File: src/rtl/seg7_scan_mux_if.sv
// Control and display signals between a scan-driver user and seg7_scan_mux.
// The master supplies the value/strobe side; the slave drives the digit outputs.
interface seg7_scan_mux_if #(
    parameter int DIGITS = 4
);
    logic                  en;
    logic                  load;
    logic [4*DIGITS-1:0]   val;
    logic [DIGITS-1:0]     dp_in;
    logic                  lzb;
    logic [3:0]            nib;
    logic [DIGITS-1:0]     an;
    logic                  dp;
    logic                  pend;
    logic                  frame_tick;

    modport master (
        output en, load, val, dp_in, lzb,
        input  nib, an, dp, pend, frame_tick
    );

    modport slave (
        input  en, load, val, dp_in, lzb,
        output nib, an, dp, pend, frame_tick
    );
endinterface

File: src/rtl/seg7_scan_mux.sv
// Time-multiplexed common-anode 7-segment scan driver with frame-aligned
// value update, per-slot dead time and optional leading-zero blanking.
module seg7_scan_mux #(
    parameter int DIGITS = 4,
    parameter int DIV    = 50000,
    parameter int DEAD   = 16
) (
    input  logic            clk,
    input  logic            rst_n,
    seg7_scan_mux_if.slave  bus
);
    localparam int CW = (DIV > 1) ? $clog2(DIV) : 1;
    localparam int IW = (DIGITS > 1) ? $clog2(DIGITS) : 1;

    typedef enum logic {
        PH_GAP,
        PH_DRIVE
    } phase_e;

    logic [CW-1:0]            cnt;
    logic [IW-1:0]            idx;
    logic [DIGITS-1:0][3:0]   shown_nib;
    logic [DIGITS-1:0][3:0]   pend_nib;
    logic [DIGITS-1:0]        shown_dp;
    logic [DIGITS-1:0]        pend_dp;
    logic                     pend_q;

    logic                     slot_end;
    logic                     last_slot;
    logic                     frame_end;
    logic                     active;
    phase_e                   phase;
    logic [DIGITS-1:0]        blank;
    logic                     zero_above;

    assign slot_end  = (cnt == CW'(DIV - 1));
    assign last_slot = (idx == IW'(DIGITS - 1));
    assign frame_end = bus.en && slot_end && last_slot;

    // NOTE: sequential state uses non-blocking assignments so every flop
    // samples the pre-edge value of every other flop.
    always_ff @(posedge clk or negedge rst_n) begin
        if (!rst_n) begin
            cnt <= '0;
            idx <= '0;
        end else if (bus.en) begin
            if (slot_end) begin
                cnt <= '0;
                idx <= last_slot ? '0 : idx + IW'(1);
            end else begin
                cnt <= cnt + CW'(1);
            end
        end
    end

    // NOTE: the value registers are reset (not left free) because a reset
    // must discard any pending value and bring the display back to zeros.
    always_ff @(posedge clk or negedge rst_n) begin
        if (!rst_n) begin
            shown_nib <= '0;
            shown_dp  <= '0;
            pend_nib  <= '0;
            pend_dp   <= '0;
            pend_q    <= 1'b0;
        end else begin
            if (frame_end && pend_q) begin
                shown_nib <= pend_nib;
                shown_dp  <= pend_dp;
            end
            if (bus.load) begin
                pend_nib <= bus.val;
                pend_dp  <= bus.dp_in;
            end
            // A load on the boundary edge re-arms pend after the old value moves.
            pend_q <= bus.load | (pend_q & ~frame_end);
        end
    end

    // NOTE: every variable written here gets a default first, so no path
    // through the block can leave one unassigned and infer a latch.
    always_comb begin
        blank      = '0;
        zero_above = 1'b1;
        for (int k = DIGITS - 1; k >= 1; k--) begin
            zero_above = zero_above && (shown_nib[k] == 4'h0);
            blank[k]   = bus.lzb && zero_above;
        end
    end

    // Reset gates the outputs directly so anodes stay dark while rst_n is low.
    assign active = rst_n && bus.en;
    assign phase  = (int'(cnt) < DEAD) ? PH_GAP : PH_DRIVE;

    always_comb begin
        bus.nib        = shown_nib[idx];
        bus.an         = '1;
        bus.dp         = 1'b1;
        bus.pend       = pend_q;
        bus.frame_tick = active && (cnt == '0) && (idx == '0);
        if (active && (phase == PH_DRIVE) && !blank[idx]) begin
            bus.an[idx] = 1'b0;
            bus.dp      = ~shown_dp[idx];
        end
    end
endmodule

File: src/flat_wrapper.sv
// flat-port wrapper written by rule: the top's interface ports become plain ports
module seg7_scan_mux_flat 
#(
    parameter int DIGITS = 4,
    parameter int DIV    = 50000,
    parameter int DEAD   = 16
)
  (clk, rst_n, bus_en, bus_load, bus_val, bus_dp_in, bus_lzb, bus_nib, bus_an, bus_dp, bus_pend, bus_frame_tick);
  seg7_scan_mux_if #(.DIGITS(DIGITS)) bus_i ();
  input  logic clk;
  input  logic rst_n;
  input wire logic [$bits(bus_i.en)-1:0] bus_en;
  input wire logic [$bits(bus_i.load)-1:0] bus_load;
  input wire logic [$bits(bus_i.val)-1:0] bus_val;
  input wire logic [$bits(bus_i.dp_in)-1:0] bus_dp_in;
  input wire logic [$bits(bus_i.lzb)-1:0] bus_lzb;
  output wire logic [$bits(bus_i.nib)-1:0] bus_nib;
  output wire logic [$bits(bus_i.an)-1:0] bus_an;
  output wire logic [$bits(bus_i.dp)-1:0] bus_dp;
  output wire logic [$bits(bus_i.pend)-1:0] bus_pend;
  output wire logic [$bits(bus_i.frame_tick)-1:0] bus_frame_tick;
  assign bus_i.en = bus_en;
  assign bus_i.load = bus_load;
  assign bus_i.val = bus_val;
  assign bus_i.dp_in = bus_dp_in;
  assign bus_i.lzb = bus_lzb;
  assign bus_nib = bus_i.nib;
  assign bus_an = bus_i.an;
  assign bus_dp = bus_i.dp;
  assign bus_pend = bus_i.pend;
  assign bus_frame_tick = bus_i.frame_tick;
  seg7_scan_mux #(.DIGITS(DIGITS), .DIV(DIV), .DEAD(DEAD)) u_core (.clk(clk), .rst_n(rst_n), .bus(bus_i));
endmodule
File: config.mk
export PLATFORM = sky130hd
export DESIGN_NAME = seg7_scan_mux_flat
export DESIGN_NICKNAME = d
export VERILOG_FILES = /design/src/rtl/seg7_scan_mux_if.sv /design/src/rtl/seg7_scan_mux.sv /design/src/flat_wrapper.sv
export SDC_FILE = /design/constraint.sdc
export NUM_CORES = 1
export LEC_CHECK = 0
export BUFFER_PORTS_ARGS = -buffer_cell sky130_fd_sc_hd__buf_2
export CAP_MARGIN = 20
export CORE_ASPECT_RATIO = 1.25
export CORE_MARGIN = 4
export CORE_UTILIZATION = 51
export CTS_CLUSTER_SIZE = 30
export DETAILED_ROUTE_END_ITERATION = 8
export GPL_TIMING_DRIVEN = 0
export PLACE_DENSITY = 0.81
export SETUP_SLACK_MARGIN = 0.15
export SLEW_MARGIN = 0
export SYNTH_ARGS = -nofsm -noshare
export SYNTH_HDL_FRONTEND = slang
export SYNTH_SLANG_ARGS = --single-unit
File: constraint.sdc
create_clock -name clk -period 2 [get_ports clk]
set_clock_uncertainty 0.1 [all_clocks]
set_input_delay 0.2 -clock clk [delete_from_list [all_inputs] [get_ports clk]]
set_output_delay 0.2 -clock clk [all_outputs]
set_load 0.1 [all_outputs]
# Word level (Yosys, flattened, before mapping)
# Cells that the tools add are included.
# word_totals
regBits	59
output_inout_bits	11
elab_cells	59
# op_classes
add_sub_neg	2
n_lt_le_gt_ge	3
eq_ne	2
muxes	13
bitwise_logic	5
n_reduce_logical	21
# op_table
cell	n
16-bit by 1-bit adder with 16-bit output, second input constant	1
16-bit == test, second input constant	1
16-bit zero test	1
16-bit by 5-bit less-than comparator with 1-bit output, second input constant	1
16-bit two-way mux	1
1-bit logical AND	14
4-bit zero test	3
4-bit binary-select mux with 2-bit select	1
4-bit two-way mux	2
1-bit two-way mux	5
1-bit binary-select mux with 2-bit select	2
4-bit NOT	1
2-bit by 3-bit less-than comparator with 1-bit output, second input constant	1
2-bit by 1-bit adder with 2-bit output, second input constant	1
1-bit demux with 2-bit select	1
2-bit == test, second input constant	1
2-bit by 1-bit greater-or-equal comparator with 1-bit output, second input constant	1
2-bit zero test	1
2-bit two-way mux	1
1-bit NOT	2
2-bit AND reduction	1
1-bit bitwise AND	1
1-bit zero test	1
1-bit OR	1

# Depth between registers and ports, before layout
# Gate-level depths: netlist of run 1.
# depth
depth_word	9
mapped_depth	6
mapped_depth_nobuf	5

# Least setup slack after synthesis of run 1
# OpenSTA, ideal clock, no wires.
# synth_timing
path_kind	flip-flop to output port
start	register u_core.cnt[11]
end	output bus_frame_tick
arrival_time_ns	4.144
setup_slack_ns	-2.444
path_stages_with_launch	4
n_path_buf	0
cell_sequence	dfrtp_1 nor4_2 nand4_1 nor4b_1
# synth_between
elab_chain_cells	3
# synth_rtl
element	line	text
start, declared	seg7_scan_mux.sv:20	logic [CW-1:0] cnt;
start signal, assigned	seg7_scan_mux.sv:51	cnt <= cnt + CW'(1);
16-bit zero test	seg7_scan_mux.sv:99	bus.frame_tick = active && (cnt == '0) && (idx == '0);
1-bit logical AND (2 in a row)	seg7_scan_mux.sv:99	
end, declared	flat_wrapper.sv:21	output wire logic [$bits(bus_i.frame_tick)-1:0] bus_frame_tick;
# No other way between the ends.

# Worst setup path after layout of run 1
# layout_timing
start	register u_core.idx[1]
end	output bus_frame_tick
# layout_between
elab_chain_cells	2
# layout_rtl
element	line	text
start, declared	seg7_scan_mux.sv:21	logic [IW-1:0] idx;
start signal, assigned	seg7_scan_mux.sv:49	idx <= last_slot ? '0 : idx + IW'(1);
2-bit zero test	seg7_scan_mux.sv:99	
1-bit logical AND	seg7_scan_mux.sv:99	
# No other way between the ends.

==> reports/results.ini, run 1 <==
[run_status]
outcome=finished with violations
failed_checks=negative setup slack

[setup_path]
crit_type=flip-flop to primary output
path_cells=clkbuf_4 > inv_1 > ha_1 > nand3b_1 > nor4b_4 > buf_6
path_depth=6
cpPeakStageDelay_ns=0.40
endpoint_kind=primary output
cp_data_required_time_ns=1.70
critPathMaxFanout=8
ff2ff_path_depth=7
crit_arrival_ns=1.93
critPathBufInv=3
critPathTopFamily=buffers and inverters
cp-start-kind=flip-flop
cp_slowest_cell=dfrtp_1

[min_path]
hold_class=primary input to flip-flop
min_path_cells=2

[global_routing]
grt_usage_pct=21.58
first_global_vias=2314
grt_pass1_wl_um=11100
antenna_found_initial=0
grt_overflow=0
grt_max_degree=31

[floorplanning]
initial_core_util_pct=53.42
fp.dieH_um=90.14
ios=36
rows=29
fp.dieW_um=73.71
die_area_um2=6644
core_area_um2=5152

[clock_network]
h-tree-depth=3
clock_sinks=59
clk_pin_slew_worst_paths_ns=0.07
clockRootBuffer=clkbuf_8
cts_tree=built
ctsLongestPathBuffers=2
cts_made_buffers=9
clk_latency_ns=0.34

[sta]
layout_min_cycle_time_ns=2.227
setup_ws_ns=-0.2270
slew_violations=0
tns_ns=-2.447
hold_violations=0
final-setup-viol-count=26
worst_pin_slew_ns=0.6087
rsz0062_at_grt=true
slew_headroom_pct=59.42
period_share_pct=111.3
clock.fmax_ghz=0.4490

[yosys]
yosysTopAreaCell=dfrtp_1
seq_area_frac_synth_pct=53.64
ys_async_sr_fraction_pct=100.0
yosysUniqueCellTypes=38
synth_edf_count=0
netlist.area_leader.share_pct=53.64
synth_fp_nets=248
synth_ff_type=dfrtp_1
synthCells=217
yosysWarnings=0
synth.area.top_cells=dfrtp_1, mux2_2, mux4_2
synth_seq_cells=59
synthesis.area_um2=2753
synth.avg_cell_area_um2=12.68

[layout]
num-fill-cells=285
finalNetCount=330
fin_util_pct=74.45
post_route_cells_drive_above_1_share_pct=48.03
areaGrowthSynthToFinish_pct=39.36
seqCellArea_um2=1484
design_area_um2=3836
multi_input_comb_area_um2=1300
diodes=0

[job]
maxCapViolations=0

[route]
drt-total-wl_um=7185
avgViaCountPerCell=5.822
drtIter0Drc=188
drt-met1-wl_um=2729
post_drt_wl_per_cell_um=19.63
detail_route.first_pass.iterations=4
wl_met3_um=337
num_vias=2131
drc_errors=0
top_layer_used=met4
postRouteAntennaNets=0
wl_met2_um=3904

[placement]
dpl_worst_slack_ns=-0.4257
dp_hpwl_um=3774
placed_area_um2=3055
numPortBuffers=34
gp_congestion=0.8321

[pwr]
ir_drop_v=0.0005722
p_leak_nw=1.764
powerDensity_nw_per_um2=756.3

## logic make-up (layout without fill, tap and decap cells)
| family | after synthesis | count (layout) | synth area share [%] |
|---|---|---|---|
| muxes | 47 | 47 | 21.23 |
| adders and majority gates | 6 | 6 | 2.727 |
| AOI/OAI and AO/OA | 11 | 11 | 2.410 |
| xor gates and xnor gates | 11 | 11 | 3.773 |
| buffers and inverters | 19 | 106 | 2.955 |
| and+or+nand+nor | 64 | 64 | 13.27 |
| DFF | 59 | 59 | 53.64 |
## state kept, by name (all words and copies together), names as in the netlist
signal / cells
u_core.cnt: 16
u_core.pend_nib: 16
u_core.shown_nib: 16
u_core.pend_dp: 4
u_core.shown_dp: 4
u_core.idx: 2
u_core.bus.pend: 1
## layout make-up
| class | count | area share, % |
|---|---|---|
| clock buffer | 10 | 3.588 |
| clock inverter | 6 | 1.663 |
| sequential | 59 | 38.68 |
| inverter | 10 | 0.9785 |
| tap | 62 | 2.022 |
| buffer | 9 | 1.794 |
| timing repair buffer | 71 | 17.38 |
| multi-input combinational | 139 | 33.89 |
## layer usage
layer,vias up,global-route usage (%)
met2,86,37.06
li1,947,-
met3,21,5.357
met4,0,8.459
met1,1077,25.13
met5,-,0
## what timing repair did
action / in CTS / in global routing
endpoints found under the setup margin: 33 / 33
hold buffers: 20 / 1
pin swaps: 7 / 7
resized for setup: 56 / 13
cloned: 2 / 0
endpoints found under the hold margin: 47 / 1
buffers inserted: 7 / 6
## per-stage QoR
stage	power [mW]	hold slack, ns	std cells
2_1_floorplan	1.575	-0.1956	217
3_3_place_gp	1.664	0.3319	313
3_5_place_dp	1.690	0.1895	314
4_1_cts	2.841	0.006040	359
5_1_grt	3.023	0.005312	366
6_report	2.901	0.01016	366
## cells in the mapped netlist, types with 2 or more instances
| cell type | instances |
|---|---|
| ha_1 | 6 |
| mux4_2 | 5 |
| nand2_1 | 14 |
| o21ai_0 | 4 |
| nand4_1 | 11 |
| nor2_1 | 11 |
| and4_1 | 2 |
| buf_1 | 2 |
| xor2_1 | 5 |
| clkbuf_1 | 3 |
| nor4_1 | 6 |
| buf_2 | 2 |
| mux2_2 | 41 |
| buf_4 | 2 |
| a21oi_1 | 2 |
| xnor2_1 | 5 |
| dfrtp_1 | 59 |
| nand3_1 | 5 |
| nor3_1 | 3 |
| or3_2 | 2 |
| inv_1 | 10 |
## placed cells by master (no fill, tap or decap), drive strengths merged
cell type     n
nor2         11
nor4b         1
mux4          5
a31oi         1
nand4        11
or3           2
and4          3
o21ai         4
a31o          1
xor2          5
inv          11
or2           1
dfrtp        59
xnor2         6
nor3          4
nand3         6
nand2        14
clkinv        2
dlygate4sd3  20
nor4          7
a21o          1
mux2i         1
or4           2
mux2         41
and2          1
buf          57
a21oi         2
nand3b        1
clkinvlp      2
ha            6
o22ai         1
clkbuf       13
o211ai        1
bufinv        1
## where the power goes
group / internal (mW) / total (mW) / switching [mW]
Sequential: 1.28 / 1.40 / 0.120
Combinational: 0.183 / 0.391 / 0.208
Clock: 0.609 / 1.11 / 0.498
Total: 2.07 / 2.90 / 0.826
## path summary, 6_finish.rpt
path	start	endpoint	slack, ns
hold reg to reg	u_core.pend_nib[9]	u_core.pend_nib[9]	0.41
max in group asynchronous	rst_n	u_core.cnt[8]	1.21
setup / recovery	u_core.idx[1]	bus_frame_tick	-0.23
setup reg to reg	u_core.cnt[1]	u_core.shown_nib[5]	-0.08
hold / removal	bus_val[2]	u_core.pend_nib[2]	0.01
min in group asynchronous	rst_n	u_core.idx[0]	0.41
Note: power is estimated with default switching activity, not from simulation.
==> run 2: changes to the inputs <==
Settings changed: CORE_MARGIN 4 to default, SETUP_SLACK_MARGIN 0.15 to 0.1.
==> reports/results.ini, run 2 (synthesis results as in run 1) <==
[setup_path]
crit_type=flip-flop to primary output
critPathBufInv=2
endpoint_kind=primary output
cp_slowest_cell=dfrtp_2
cp_data_required_time_ns=1.70
critPathMaxFanout=6
critPathTopFamily=simple AND/OR/NAND/NOR gates
crit_arrival_ns=1.91
cp-start-kind=flip-flop
path_cells=nor4_2 > nand4_1 > buf_6 > nor4b_4 > buf_6
cpPeakStageDelay_ns=0.45
cpMostUsedCell=buf_6

[sta]
slew_headroom_pct=61.56
hold_violations=0
clock.fmax_ghz=0.4517
period_share_pct=110.7
slew_violations=0
rsz0062_at_grt=true
final-setup-viol-count=26
layout_min_cycle_time_ns=2.214
worst_pin_slew_ns=0.5766
setup_ws_ns=-0.2138
tns_ns=-3.446

[job]
maxCapViolations=0

[placement]
numPortBuffers=34
dp_hpwl_um=3743
placed_area_um2=3053
gp_congestion=0.8424

[floorplanning]
ios=36
core_area_um2=5152
initial_core_util_pct=53.42
fp.dieW_um=67.71
die_area_um2=5697
rows=29
fp.dieH_um=84.14

[clock_network]
cts_made_buffers=9
h-tree-depth=3
clock_sinks=59
ctsLongestPathBuffers=2
clockRootBuffer=clkbuf_8
clk_pin_slew_worst_paths_ns=0.07
clk_latency_ns=0.34
cts_tree=built

[global_routing]
grt_overflow=0
first_global_vias=2380
grt_usage_pct=27.75
grt_pass1_wl_um=11410
grt_max_degree=32
antenna_found_initial=0

[run_status]
outcome=finished with violations
failed_checks=negative setup slack

[pwr]
powerDensity_nw_per_um2=781.2
p_leak_nw=1.783
ir_drop_v=0.0005881

[layout]
diodes=0
areaGrowthSynthToFinish_pct=40.36
finalNetCount=331
layout.cells.most_common=dfrtp_1
post_route_cells_drive_above_1_share_pct=47.21
top_regs=u_core.cnt x16, u_core.pend_nib x16, u_core.shown_nib x16
design_area_um2=3864
layout_common_cells=dfrtp_1, mux2_2, buf_2, dlygate4sd3_1, nand2_1

[route]
drtIter0Drc=202
avgViaCountPerCell=5.894
detail_route.first_pass.iterations=4
num_vias=2163
drt-total-wl_um=6913
postRouteAntennaNets=0
drc_errors=0
post_drt_wl_per_cell_um=18.84

[min_path]
hold_class=primary input to flip-flop

## run 2: cell type report
cell class,count,area (um2)
clock buffer,9,123.9
timing repair buffer,72,675.6
fill,291,1289
multi-input combinational,139,1295
clock inverter,7,98.84
inverter,10,37.54
buffer,9,72.57
tap,62,77.57
sequential,59,1483
## run 2: repair_timing
action | 4_1_cts | 5_1_grt
endpoints found under the setup margin | 31 | 32
buffers inserted | 11 | 2
pin swaps | 9 | 4
endpoints found under the hold margin | 48 | 0
hold buffers | 22 | 0
resized for setup | 50 | 19
cloned | 2 | 0
## run 2: worst register-to-register path, stage by stage (launching register included)
cell,delay (ns)
dfrtp_1,0.40
ha_4,0.19
and4_2,0.30
nand3_4,0.13
nor3_4,0.28
buf_4,0.17
buf_6,0.12
mux2_2,0.34
## run 2: worst paths after layout
check / start / end / slack [ns] / cells past startpoint
setup reg to reg: u_core.cnt[0] / u_core.shown_nib[8] / -0.14 / 7
min in group asynchronous: rst_n / u_core.cnt[5] / 0.43 / 3
max in group asynchronous: rst_n / u_core.bus.pend / 1.18 / 3
setup / recovery: u_core.cnt[8] / bus_frame_tick / -0.21 / 5
hold reg to reg: u_core.pend_dp[2] / u_core.pend_dp[2] / 0.40 / 1
hold / removal: bus_en / u_core.cnt[0] / 0.07 / 2
## run 2: routing by layer
| layer | track usage (%) | routed length, um | vias up |
|---|---|---|---|
| met2 | 46.71 | 3829 | 81 |
| met4 | 17.02 | 355 | 0 |
| met1 | 31.17 | 2476 | 1096 |
| met3 | 5.571 | 250 | 33 |
| li1 | - | - | 953 |
| met5 | 0 | 0 | - |
## run 2: stage by stage
step	setup WS (ns)	util, %	hold WS [ns]	std cells	power [mW]
after detailed placement	-0.4145	59.25	0.1752	314	1.686
final	-0.2138	74.99	0.06710	367	3.018
after global placement	-0.8617	58.86	0.3311	313	1.663
after CTS	-0.2140	73.36	0.05437	365	2.974
after floorplan	-0.4108	-	-0.1956	217	1.573
after global routing	-0.2459	74.99	0.08426	367	3.127
## run 2: power breakdown
part | leakage (nW) | switching [mW] | internal, mW
Clock | 0.110 | 0.516 | 0.709
Sequential | 0.738 | 0.114 | 1.28
Combinational | 0.935 | 0.203 | 0.194
Total | 1.78 | 0.833 | 2.19
==> run 3: changes to the inputs <==
Settings changed: CORE_UTILIZATION 51 to 55, PLACE_DENSITY 0.81 to 0.83.
Clock period 2 ns to 2.4 ns, I/O delays scaled along.
==> reports/results.ini, run 3 (synthesis results as in run 1) <==
[run_status]
outcome=finished clean

[setup_path]
cp_slowest_cell=dlygate4sd3_1
crit_type=primary input to primary output
critPathTopFamily=buffers and inverters
ff2ff_path_depth=5
cpPeakStageDelay_ns=0.53
critPathMaxFanout=6
path_cells=dlygate4sd3_1 > buf_4 > and2_1 > clkbuf_1 > nand3b_1 > nor4b_4 > buf_6
endpoint_kind=primary output
cp_data_required_time_ns=2.06
crit_arrival_ns=1.94
r2r-start=u_core.cnt[1]
cp-start-kind=primary input
worstSetupStartpoint=rst_n
endpoint=bus_frame_tick
path_depth=7
rrSetupSlack_ns=0.30
critPathBufInv=4
r2r_end=u_core.idx[1]

[clock_network]
ctsLongestPathBuffers=2
clk_pin_slew_worst_paths_ns=0.06
clockRootBuffer=clkbuf_8
cts_made_buffers=9
clk_latency_ns=0.34
clock_sinks=59
h-tree-depth=3
cts_tree=built

[floorplanning]
fp.dieW_um=65.28
ios=36
die_area_um2=5293
core_area_um2=4765
initial_core_util_pct=57.77
rows=28
fp.dieH_um=81.10

[route]
drt-met1-wl_um=2127
drc_errors=0
postRouteAntennaNets=0
wl_met2_um=2755
num_vias=1855
drt-total-wl_um=5298
detail_route.first_pass.iterations=4
post_drt_wl_per_cell_um=16.05
drtIter0Drc=135
wl_met3_um=285
top_layer_used=met4
avgViaCountPerCell=5.621

[global_routing]
grt_max_degree=34
grt_overflow=0
grt_usage_pct=23.72
grt_pass1_wl_um=9052
first_global_vias=1900
antenna_found_initial=0

[placement]
dp_hpwl_um=3798
placed_area_um2=3034
dp_cells=312
gp_congestion=0.8223
numPortBuffers=34
dpl_worst_slack_ns=-0.1506

[sta]
slew_headroom_pct=61.98
final-setup-viol-count=0
clock.fmax_ghz=0.4390
hold_violations=0
worst_pin_slew_ns=0.5704
layout_min_cycle_time_ns=2.278
setup_ws_ns=0.1220
period_share_pct=94.92
rsz0062_at_grt=true
slew_violations=0

[pwr]
p_int_mw=1.925
p_leak_nw=1.584
p_seq_share_pct=45.7
combPwrFrac_pct=9.8
powerDensity_nw_per_um2=748.8
ir_drop_v=0.0007011
switching_share_pct=23.52
power_mw=2.516
clockPowerShare_pct=44.5
p_switching_mw=0.5918

[layout]
layout_common_cells=dfrtp_1, mux2_2, buf_2, nand2_1
layout.cells.most_common=dfrtp_1
post_route_cells_drive_above_1_share_pct=42.96
finalNetCount=297
top_regs=u_core.cnt x16, u_core.pend_nib x16, u_core.shown_nib x16
design_area_um2=3361
diodes=0
finalNonFillerCells=330
areaGrowthSynthToFinish_pct=22.09
multi_input_comb_area_um2=1225
seqCellArea_um2=1476
num-fill-cells=353

[min_path]
min_path_cells=2
hold_class=primary input to flip-flop

[job]
maxCapViolations=0

[run 3: worst min path at each step]
stage                         end       start  slack, ns
5_1_grt        u_core.pend_nib[1]  bus_val[1]       0.01
3_3_place_gp   u_core.pend_nib[0]  bus_val[0]       0.37
4_1_cts        u_core.pend_nib[6]  bus_val[6]       0.02
2_1_floorplan     u_core.bus.pend       rst_n      -0.16
3_5_place_dp        u_core.cnt[3]       rst_n       0.27
6_report       u_core.pend_nib[6]  bus_val[6]       0.03
[run 3: metal layers]
layer / track usage (%) / up-vias
met4: 10.43 / 0
met3: 8.708 / 15
met1: 27.27 / 915
li1: - / 879
met2: 39.48 / 46
met5: 0 / -
[run 3: repair_timing]
item | CTS | global route
hold buffers | 2 | 0
setup buffers | 1 | 0
pin swaps | 1 | 0
setup endpoints to repair | 6 | 6
endpoints found under the hold margin | 33 | 0
resized for setup | 10 | 3
[run 3: cell type report]
cell class              instances  share of cell area (%)
inverters                      10                   1.117
well taps                      60                   2.234
repair buffers                 38                   7.409
clock buffers                  11                   4.505
clock inverters                 4                   2.904
plain buffers                   9                   1.452
multi-input cells             139                   36.45
flip-flops and latches         59                   43.93
[run 3: worst register-to-register path, delay by kind of cell (launching register included)]
| kind | cells | cell delay (ns) |
|---|---|---|
| multiplexers | 1 | 0.39 |
| adder cells (fa/ha/maj) | 1 | 0.27 |
| flip-flops | 1 | 0.39 |
| AND/OR/NAND/NOR | 3 | 0.82 |
[run 3: through the flow]
step                      hold WS [ns]  util [%]  TNS (ns)
after floorplan                -0.1556         -  -0.05143
after global placement          0.3719     63.26    -1.110
after detailed placement        0.2658     63.68   -0.1506
after CTS                      0.01637     70.38         0
after global routing           0.01208     70.54         0
final                          0.02891     70.54         0
[run 3: power groups by stage]
stage	clock [mW]	combinational, mW	sequential, mW
floorplan	0	0.168	1.14
global route	1.19	0.281	1.16
global placement	0	0.226	1.16
detailed placement	0	0.242	1.17
CTS	1.14	0.252	1.15
finish	1.12	0.246	1.15
